File: src/rtl/hazard_unit_pkg.sv
// Shared definitions for the hazard unit: forwarding select encoding,
// multiply sequencer state type, and the forwarding priority helper.
package hazard_unit_pkg;

  typedef enum logic [1:0] {
    RDS_RF = 2'd0,
    RDS_M  = 2'd1,
    RDS_W  = 2'd2
  } register_data_sel;

  typedef enum logic {
    ST_IDLE = 1'b0,
    ST_BUSY = 1'b1
  } hz_state_t;

  // Down-counter width; covers MUL_LAT up to 15.
  localparam int unsigned CNT_W = 4;

  // M beats W; x0 is never forwarded.
  function automatic register_data_sel fwd_sel(
    input logic       we_m,
    input logic [4:0] rd_m,
    input logic       we_w,
    input logic [4:0] rd_w,
    input logic [4:0] rs
  );
    if (we_m && (rd_m != '0) && (rd_m == rs))
      return RDS_M;
    else if (we_w && (rd_w != '0) && (rd_w == rs))
      return RDS_W;
    else
      return RDS_RF;
  endfunction

endpackage

File: src/rtl/hazard_unit_if.sv
// Pipeline <-> hazard unit signal bundle.
//   master : pipeline side, drives register indices / control, receives stall, flush, forwarding selects
//   slave  : hazard unit side
interface hazard_unit_if;
  import hazard_unit_pkg::*;

  logic [4:0]       rs1_d, rs2_d;
  logic [4:0]       rs1_e, rs2_e, rd_e;
  logic [4:0]       rd_m, rd_w;
  logic             reg_write_m, reg_write_w;
  logic             mem_read_e;
  logic             mul_start_e;
  logic             branch_hit;
  logic             stall_f, stall_d, stall_e;
  logic             flush_f, flush_d, flush_e;
  register_data_sel r1_e_sel, r2_e_sel;

  modport master (
    output rs1_d, rs2_d, rs1_e, rs2_e, rd_e, rd_m, rd_w,
           reg_write_m, reg_write_w, mem_read_e, mul_start_e, branch_hit,
    input  stall_f, stall_d, stall_e, flush_f, flush_d, flush_e,
           r1_e_sel, r2_e_sel
  );

  modport slave (
    input  rs1_d, rs2_d, rs1_e, rs2_e, rd_e, rd_m, rd_w,
           reg_write_m, reg_write_w, mem_read_e, mul_start_e, branch_hit,
    output stall_f, stall_d, stall_e, flush_f, flush_d, flush_e,
           r1_e_sel, r2_e_sel
  );
endinterface

File: src/rtl/hz_mul_seq.sv
// Multiply occupancy sequencer: holds E for MUL_LAT cycles after a start.
//   clk, rst : clock, synchronous active-high reset
//   start    : qualified multiply start (already excludes branch redirect)
//   busy     : sequencer is in BUSY (registered state)
//   stall    : multiply stall for this cycle (start cycle plus BUSY cycles)
module hz_mul_seq
  import hazard_unit_pkg::*;
#(
  parameter int unsigned MUL_LAT = 4
) (
  input  logic clk,
  input  logic rst,
  input  logic start,
  output logic busy,
  output logic stall
);

  hz_state_t          state;
  logic [CNT_W-1:0]   cnt;

  // The start cycle itself stalls combinationally, so BUSY only has to
  // cover the remaining MUL_LAT-1 cycles: load MUL_LAT-2 and leave at 0.
  always_ff @(posedge clk) begin
    if (rst) begin
      state <= ST_IDLE;
      cnt   <= '0;
    end else begin
      case (state)
        ST_IDLE: begin
          if (start) begin
            state <= ST_BUSY;
            cnt   <= CNT_W'(MUL_LAT - 2);
          end
        end
        ST_BUSY: begin
          if (cnt == '0)
            state <= ST_IDLE;
          else
            cnt <= cnt - CNT_W'(1);
        end
        default: begin
          state <= ST_IDLE;
          cnt   <= '0;
        end
      endcase
    end
  end

  assign busy  = (state == ST_BUSY);
  assign stall = busy | start;

endmodule

File: src/rtl/hazard_unit.sv
// Pipeline hazard unit: multiply occupancy stalls, load-use interlock,
// branch flush, E-stage operand forwarding and a stall cycle counter.
//   clk, rst     : clock, synchronous active-high reset
//   hif (slave)  : register indices / control in; stall, flush, forwarding selects out
//   stall_cycles : number of cycles with stall_d asserted (wrapping)
module hazard_unit
  import hazard_unit_pkg::*;
#(
  parameter int unsigned MUL_LAT = 4,
  parameter int unsigned XLEN    = 32
) (
  input  logic            clk,
  input  logic            rst,
  hazard_unit_if.slave    hif,
  output logic [XLEN-1:0] stall_cycles
);

  logic mul_busy;
  logic mul_stall;
  logic mul_go;
  logic load_use;

  // A redirecting branch kills the multiply before it can occupy E.
  assign mul_go = hif.mul_start_e & ~hif.branch_hit;

  hz_mul_seq #(
    .MUL_LAT (MUL_LAT)
  ) u_mul_seq (
    .clk   (clk),
    .rst   (rst),
    .start (mul_go),
    .busy  (mul_busy),
    .stall (mul_stall)
  );

  assign load_use = hif.mem_read_e && (hif.rd_e != '0) &&
                    ((hif.rd_e == hif.rs1_d) || (hif.rd_e == hif.rs2_d));

  // Priority: reset, multiply in progress, branch, multiply start, load-use.
  // A load-use coinciding with a multiply start is covered by the full stall.
  always_comb begin
    hif.stall_f  = 1'b0;
    hif.stall_d  = 1'b0;
    hif.stall_e  = 1'b0;
    hif.flush_f  = 1'b0;
    hif.flush_d  = 1'b0;
    hif.flush_e  = 1'b0;
    hif.r1_e_sel = RDS_RF;
    hif.r2_e_sel = RDS_RF;
    if (rst) begin
      hif.flush_f = 1'b1;
      hif.flush_d = 1'b1;
      hif.flush_e = 1'b1;
    end else begin
      hif.r1_e_sel = fwd_sel(hif.reg_write_m, hif.rd_m, hif.reg_write_w, hif.rd_w, hif.rs1_e);
      hif.r2_e_sel = fwd_sel(hif.reg_write_m, hif.rd_m, hif.reg_write_w, hif.rd_w, hif.rs2_e);
      if (mul_busy) begin
        hif.stall_f = 1'b1;
        hif.stall_d = 1'b1;
        hif.stall_e = 1'b1;
      end else if (hif.branch_hit) begin
        hif.flush_f = 1'b1;
        hif.flush_d = 1'b1;
      end else if (mul_stall) begin
        hif.stall_f = 1'b1;
        hif.stall_d = 1'b1;
        hif.stall_e = 1'b1;
      end else if (load_use) begin
        hif.stall_f = 1'b1;
        hif.stall_d = 1'b1;
        hif.flush_e = 1'b1;
      end
    end
  end

  always_ff @(posedge clk) begin
    if (rst)
      stall_cycles <= '0;
    else if (hif.stall_d)
      stall_cycles <= stall_cycles + XLEN'(1);
  end

endmodule

File: src/flat_wrapper.sv
// flat-port wrapper written by rule: the top's interface ports become plain ports
module hazard_unit_flat import hazard_unit_pkg::*;
#(
  parameter int unsigned MUL_LAT = 4,
  parameter int unsigned XLEN    = 32
)
  (clk, rst, stall_cycles, hif_rs1_d, hif_rs2_d, hif_rs1_e, hif_rs2_e, hif_rd_e, hif_rd_m, hif_rd_w, hif_reg_write_m, hif_reg_write_w, hif_mem_read_e, hif_mul_start_e, hif_branch_hit, hif_stall_f, hif_stall_d, hif_stall_e, hif_flush_f, hif_flush_d, hif_flush_e, hif_r1_e_sel, hif_r2_e_sel);
  hazard_unit_if hif_i ();
  input  logic clk;
  input  logic rst;
  output logic [XLEN-1:0] stall_cycles;
  input wire logic [$bits(hif_i.rs1_d)-1:0] hif_rs1_d;
  input wire logic [$bits(hif_i.rs2_d)-1:0] hif_rs2_d;
  input wire logic [$bits(hif_i.rs1_e)-1:0] hif_rs1_e;
  input wire logic [$bits(hif_i.rs2_e)-1:0] hif_rs2_e;
  input wire logic [$bits(hif_i.rd_e)-1:0] hif_rd_e;
  input wire logic [$bits(hif_i.rd_m)-1:0] hif_rd_m;
  input wire logic [$bits(hif_i.rd_w)-1:0] hif_rd_w;
  input wire logic [$bits(hif_i.reg_write_m)-1:0] hif_reg_write_m;
  input wire logic [$bits(hif_i.reg_write_w)-1:0] hif_reg_write_w;
  input wire logic [$bits(hif_i.mem_read_e)-1:0] hif_mem_read_e;
  input wire logic [$bits(hif_i.mul_start_e)-1:0] hif_mul_start_e;
  input wire logic [$bits(hif_i.branch_hit)-1:0] hif_branch_hit;
  output wire logic [$bits(hif_i.stall_f)-1:0] hif_stall_f;
  output wire logic [$bits(hif_i.stall_d)-1:0] hif_stall_d;
  output wire logic [$bits(hif_i.stall_e)-1:0] hif_stall_e;
  output wire logic [$bits(hif_i.flush_f)-1:0] hif_flush_f;
  output wire logic [$bits(hif_i.flush_d)-1:0] hif_flush_d;
  output wire logic [$bits(hif_i.flush_e)-1:0] hif_flush_e;
  output wire logic [$bits(hif_i.r1_e_sel)-1:0] hif_r1_e_sel;
  output wire logic [$bits(hif_i.r2_e_sel)-1:0] hif_r2_e_sel;
  assign hif_i.rs1_d = hif_rs1_d;
  assign hif_i.rs2_d = hif_rs2_d;
  assign hif_i.rs1_e = hif_rs1_e;
  assign hif_i.rs2_e = hif_rs2_e;
  assign hif_i.rd_e = hif_rd_e;
  assign hif_i.rd_m = hif_rd_m;
  assign hif_i.rd_w = hif_rd_w;
  assign hif_i.reg_write_m = hif_reg_write_m;
  assign hif_i.reg_write_w = hif_reg_write_w;
  assign hif_i.mem_read_e = hif_mem_read_e;
  assign hif_i.mul_start_e = hif_mul_start_e;
  assign hif_i.branch_hit = hif_branch_hit;
  assign hif_stall_f = hif_i.stall_f;
  assign hif_stall_d = hif_i.stall_d;
  assign hif_stall_e = hif_i.stall_e;
  assign hif_flush_f = hif_i.flush_f;
  assign hif_flush_d = hif_i.flush_d;
  assign hif_flush_e = hif_i.flush_e;
  assign hif_r1_e_sel = hif_i.r1_e_sel;
  assign hif_r2_e_sel = hif_i.r2_e_sel;
  hazard_unit #(.MUL_LAT(MUL_LAT), .XLEN(XLEN)) u_core (.clk(clk), .rst(rst), .hif(hif_i), .stall_cycles(stall_cycles));
endmodule
File: config.mk
export PLATFORM = sky130hd
export DESIGN_NAME = hazard_unit_flat
export DESIGN_NICKNAME = d
export VERILOG_FILES = /design/src/rtl/hazard_unit_pkg.sv /design/src/rtl/hazard_unit_if.sv /design/src/rtl/hz_mul_seq.sv /design/src/rtl/hazard_unit.sv /design/src/flat_wrapper.sv
export SDC_FILE = /design/constraint.sdc
export NUM_CORES = 1
export LEC_CHECK = 0
export BUFFER_PORTS_ARGS = -buffer_cell sky130_fd_sc_hd__buf_2
export CORE_MARGIN = 4
export CORE_UTILIZATION = 49
export CTS_CLUSTER_SIZE = 8
export DETAILED_ROUTE_END_ITERATION = 16
export GPL_ROUTABILITY_DRIVEN = 0
export GPL_TIMING_DRIVEN = 1
export HOLD_SLACK_MARGIN = 0.03
export PLACE_DENSITY = 0.77
export SLEW_MARGIN = 20
export SYNTH_ARGS = -nofsm -noshare
export SYNTH_HDL_FRONTEND = slang
export SYNTH_SLANG_ARGS = --single-unit
File: constraint.sdc
create_clock -name clk -period 5.2 [get_ports clk]
set_clock_uncertainty 0.2 [all_clocks]
set_input_delay 1.56 -clock clk [delete_from_list [all_inputs] [get_ports clk]]
set_output_delay 1.56 -clock clk [all_outputs]
set_load 0.01 [all_outputs]
Word level (Yosys, flattened, before mapping)
Cells that the tools add are included.
{"block": "op_classes", "addsub": 2, "n_eq_ne": 8, "n_mux": 28, "bitwise": 4, "reduce_logical": 14}
{"cell": "adder 32 x 1 -> 32 bit, second input constant", "n": 1}
{"cell": "equality test 5 bit", "n": 6}
{"cell": "two-way mux 1 bit", "n": 18}
{"cell": "nonzero test 5 bit", "n": 3}
{"cell": "two-way mux 2 bit", "n": 6}
{"cell": "logical AND 1 bit", "n": 8}
{"cell": "two-way mux 4 bit", "n": 2}
{"cell": "one-hot mux 4 bit (2 select lines)", "n": 1}
{"cell": "logical NOT 4 bit", "n": 1}
{"cell": "!= test 2 bit, second input constant", "n": 2}
{"cell": "subtractor 4 x 1 -> 4 bit, second input constant", "n": 1}
{"cell": "inverter 1 bit", "n": 2}
{"cell": "one-hot mux 1 bit (2 select lines)", "n": 1}
{"cell": "AND reduction 2 bit", "n": 1}
{"cell": "AND 1 bit", "n": 1}
{"cell": "logical OR 1 bit", "n": 1}
{"cell": "bitwise OR 1 bit", "n": 1}
{"block": "totals", "ff_bits": 37, "in_bits": 42, "output_inout_bits": 42, "wordCells": 59}

Logic depth before layout (Yosys ltp)
{"block": "depth", "word_depth": 8, "depth_mapped": 8, "mapped_depth_nobuf": 7}

Hierarchy
A second synthesis with hierarchy kept.
{"block": "unflattened", "hier_cells": 284, "area_unflattened_um2": 2288.4}
{"module": "hazard_unit", "instances": 1, "cells_per_inst": 257, "area_each_um2": 2047.0, "seq_area_each_um2": 640.6}
{"module": "hz_mul_seq", "instances": 1, "cells_per_inst": 27, "area_each_um2": 241.5, "seq_area_each_um2": 100.1}

Worst setup path after synthesis
OpenSTA, ideal clock, no wires.
{"block": "synth_path", "path_kind": "input to output", "startpoint": "input hif_rd_e[0]", "endpoint": "output hif_stall_f", "arrival_time_ns": 3.034, "required_time_ns": 3.440, "slack_ns": 0.406, "stages": 7, "path_buffers": 3, "cell_sequence": "or4_1 -> o21ai_1 -> o32a_1 -> buf_2 -> clkbuf_1 -> inv_1 -> buf_4"}
{"block": "synth_via", "elab_chain_len": 8, "word_cells_on_any_way": 11, "cone_classes": "eq/ne (2); mux (5); reduce/logical (4)"}
{"item": "start, declared", "line_no": "flat_wrapper.sv:16", "rtl": "input wire logic [$bits(hif_i.rd_e)-1:0] hif_rd_e;"}
{"item": "equality test 5 bit / nonzero test 5 bit (equally long branches)", "line_no": "hazard_unit.sv:37, hazard_unit.sv:36"}
{"item": "logical OR 1 bit / logical AND 1 bit (equally long branches)", "line_no": "hazard_unit.sv:37, hazard_unit.sv:36"}
{"item": "logical AND 1 bit (*)", "line_no": "hazard_unit.sv:36", "rtl": "assign load_use = hif.mem_read_e && (hif.rd_e != '0) &&"}
{"item": "two-way mux 1 bit (*) (5 in series)"}
{"item": "end, declared", "line_no": "flat_wrapper.sv:24", "rtl": "output wire logic [$bits(hif_i.stall_f)-1:0] hif_stall_f;"}
Mark *: on every way between the ends. The rest lies on a longest branch, timed or not.

Worst setup path in the final report
{"block": "layout_path", "startpoint": "input hif_rd_m[0]", "endpoint": "output hif_r1_e_sel[1]"}
{"block": "layout_via", "elab_chain_len": 5, "word_cells_on_any_way": 6, "cone_classes": "eq/ne (1); mux (2); reduce/logical (3)"}
{"item": "start, declared", "line_no": "flat_wrapper.sv:17", "rtl": "input wire logic [$bits(hif_i.rd_m)-1:0] hif_rd_m;"}
{"item": "nonzero test 5 bit", "line_no": "hazard_unit_pkg.sv:27", "rtl": "if (we_m && (rd_m != '0) && (rd_m == rs))"}
{"item": "logical AND 1 bit", "line_no": "hazard_unit_pkg.sv:27"}
{"item": "logical AND 1 bit (*)", "line_no": "hazard_unit_pkg.sv:27"}
{"item": "two-way mux 2 bit (*)", "line_no": "hazard_unit_pkg.sv:27"}
{"item": "two-way mux 2 bit (*)", "line_no": "hazard_unit.sv:50", "rtl": "if (rst) begin"}
{"item": "end, declared", "line_no": "flat_wrapper.sv:30", "rtl": "output wire logic [$bits(hif_i.r1_e_sel)-1:0] hif_r1_e_sel;"}
Marked as above.

==> results.json <==
{
  "synth_top_area_cell": "dfxtp_1",
  "fillCellCount": 397,
  "hpwl_mm": 4.110,
  "cts.sinks": 37,
  "grt_use_met3": 0.05673,
  "root_buffer": "clkbuf_8",
  "cts_made_buffers": 5,
  "finalCritPeriodShare": 0.9292,
  "cp_max_fo": 4,
  "clk_pin_slew_ps": 70,
  "period_needed_ps": 4832,
  "vias": 2353,
  "synth_mux_area_frac": 0,
  "core_um2": 4384,
  "yosys-top-cells-count": "37 x dfxtp_1, 22 x a21oi_1, 20 x o21a_1, 20 x o21ai_0, 20 x xor2_1",
  "ys.flop_type": "dfxtp_1",
  "synthXorXnorAreaFrac": 0.1172,
  "drt.antenna.violating_nets": 0,
  "ys_types": 35,
  "grt_pass1_vias": 2017,
  "rsz0062_at_grt": "no",
  "synth-simple-area-share": 0.2801,
  "finalInstanceArea_um2": 2760,
  "crit_path_cell_trace": "buf_2, or4_1, o21ai_0, nor3_1, nor4_1, buf_2",
  "row_count": 24,
  "synth_seq_cells": 37,
  "grt_use_total": 0.1966,
  "cp_top_family": "simple AND/OR/NAND/NOR gates",
  "grt_max_degree": 65,
  "setup_viol": 0,
  "grt_util_met1": 0.2470,
  "yosys.cell_count.top_type": "dfxtp_1",
  "synth_compound_area_frac": 0.2132,
  "antenna_found_initial": 0,
  "clockBufferDepth": 2,
  "setup_tns_ps": 0,
  "synth_area_leaders": "dfxtp_1 33%, xor2_1 7.8%, o21a_1 6.7%",
  "slew_headroom": 0.5399,
  "slowest_delay_ps": 500,
  "yosys_warnings": 0,
  "drv_slew": 0,
  "worstSetupPathType": "primary input to output pin",
  "power_leakage_nw": 1.123,
  "tritoncts": "built",
  "peakVddDrop_mv": 0.1086,
  "cts.repair.resized": 0,
  "synthArstFlopShare": 0,
  "syn_avg_cell_area_um2": 7.979,
  "cpMaxStageDelayCell": "or4_1",
  "dieArea_um2": 5722,
  "antennaDiodeCount": 0,
  "cts-hold-fix-buffers": 0,
  "place_area_um2": 2669,
  "crit_required_ps": 3440,
  "outcome": "complete, no violations",
  "drive_gt1_frac": 0.2661,
  "area_growth_pct": 23.10,
  "die_y_um": 75.65,
  "ios": 84,
  "yosysTopAreaCellShare": 0.3304,
  "fmax_ghz": 0.2070,
  "critPathBufInv": 2,
  "clk-insertion-delay-late_ps": 280,
  "drt-pass1-iter-count": 5,
  "drt_iter0_drc": 165,
  "netlist_instances": 281,
  "cp-end-kind": "output pin",
  "syn_nets": 325,
  "ys_seq_area_frac": 0.3304,
  "min_path_type": "flip-flop to flip-flop",
  "gr-usage-met2": 0.3241,
  "start_kind": "primary input",
  "hold_viol_final": 0,
  "top_usage_layer": "met2",
  "p_per_area_nw_per_um2": 212.1,
  "cts_setup_buffers": 0,
  "synth_top_family_by_area": "simple AND/OR/NAND/NOR gates",
  "io_buffers": 83,
  "worstMarginPinSlew_ps": 686.5,
  "synthAdderAreaFrac": 0.01116,
  "maxCapViolations": 0,
  "grt_overflow_total": 0,
  "start_util": 0.5114,
  "grt_pass1_wl_mm": 8.749,
  "wirelength_mm": 5.475,
  "worst_path_most_repeated_cell": "buf_2",
  "drc_errors": 0,
  "nets": 401,
  "synth_edf_count": 0,
  "htree_levels": 2,
  "die_w_um": 75.65,
  "syn_area_um2": 2242,
  "routedWlPerCell_um": 13.39,
  "cp.arrival_ps": 3070,
  "viasPerCell": 5.753
}
-- cells by family (layout without fill, tap and decap cells) --
kind of cell,after synthesis,after routing
simple gates,110,110
compound gates,77,77
flops,37,37
fa+ha+maj,2,2
xor+xnor,30,30
buf+inv,25,101
-- routing by layer --
layer	part of all wire	up-vias
li1	-	1192
met1	0.43	1067
met2	0.47	86
met3	0.082	8
met4	0.017	0
met5	0	-
-- placed cells by master, fill, tap and decap left out, types with 4 or more instances in the layout --
cell type	netlist	layout
nand3_1	19	19
and4_1	4	4
clkbuf_8	0	6
nor4_1	4	4
nor2_1	9	9
xor2_1	20	20
nand4_1	9	9
inv_1	8	8
o21a_1	20	20
nor3_1	15	14
o21ai_0	20	20
or4_1	12	12
a21oi_1	22	22
and3_1	6	6
or3_1	16	16
o31ai_1	5	5
xnor2_1	10	10
buf_2	5	83
nand2_1	11	11
dfxtp_1	37	37
-- path summary, 6_finish.rpt --
path	from	to	slack, ps	depth (start not counted)
worst max register to register	u_core.stall_cycles[9]$_SDFFE_PP0P_	u_core.stall_cycles[27]$_SDFFE_PP0P_	2680	6
worst min-delay path	u_core.u_mul_seq.cnt[1]$_SDFFE_PP0P_	u_core.u_mul_seq.cnt[1]$_SDFFE_PP0P_	290	2
worst max-delay path	hif_rd_m[0]	hif_r1_e_sel[1]	370	6
worst min register to register	u_core.u_mul_seq.cnt[1]$_SDFFE_PP0P_	u_core.u_mul_seq.cnt[1]$_SDFFE_PP0P_	290	2
-- power by group --
part | total (W) | internal, W | leakage, nW | switching [W]
logic | 0.0000919 | 0.0000390 | 0.780 | 0.0000529
clock network | 0.000201 | 0.000105 | 0.0443 | 0.0000958
registers | 0.000293 | 0.000288 | 0.299 | 0.00000487
-- tightest hold or removal path: stages, from the launching register on --
cell and delay [ps]:
dfxtp_1 310, inv_1 70, a211oi_1 60
-- state kept, by name, summed over array words and instances (netlist names) --
name and count:
u_core.stall_cycles 32, u_core.u_mul_seq.busy 1, u_core.u_mul_seq.cnt 4
-- stage by stage --
stage	utilization	hold slack [ps]	cells	power (W)	setup slack [ps]
2_1_floorplan	-	249.3	281	0.0003541	405.9
4_1_cts	0.6284	291.3	409	0.0005927	367.3
5_1_grt	0.6296	316.7	409	0.0006128	110.9
3_5_place_dp	0.6087	280.0	402	0.0003916	352.2
6_report	0.6296	285.5	409	0.0005854	368.4
3_3_place_gp	0.6087	269.1	402	0.0003898	383.8
-- final cells by class --
class	instances	area, um^2	share of cell area
sequential	37	740.7	0.2684
tap	52	65.06	0.02357
multi-input combinational	219	1400	0.5073
timing repair buffer	86	437.9	0.1587
inverter	8	30.03	0.01088
clock buffer	7	86.33	0.03128
Power figures use the tool's default switching activity.
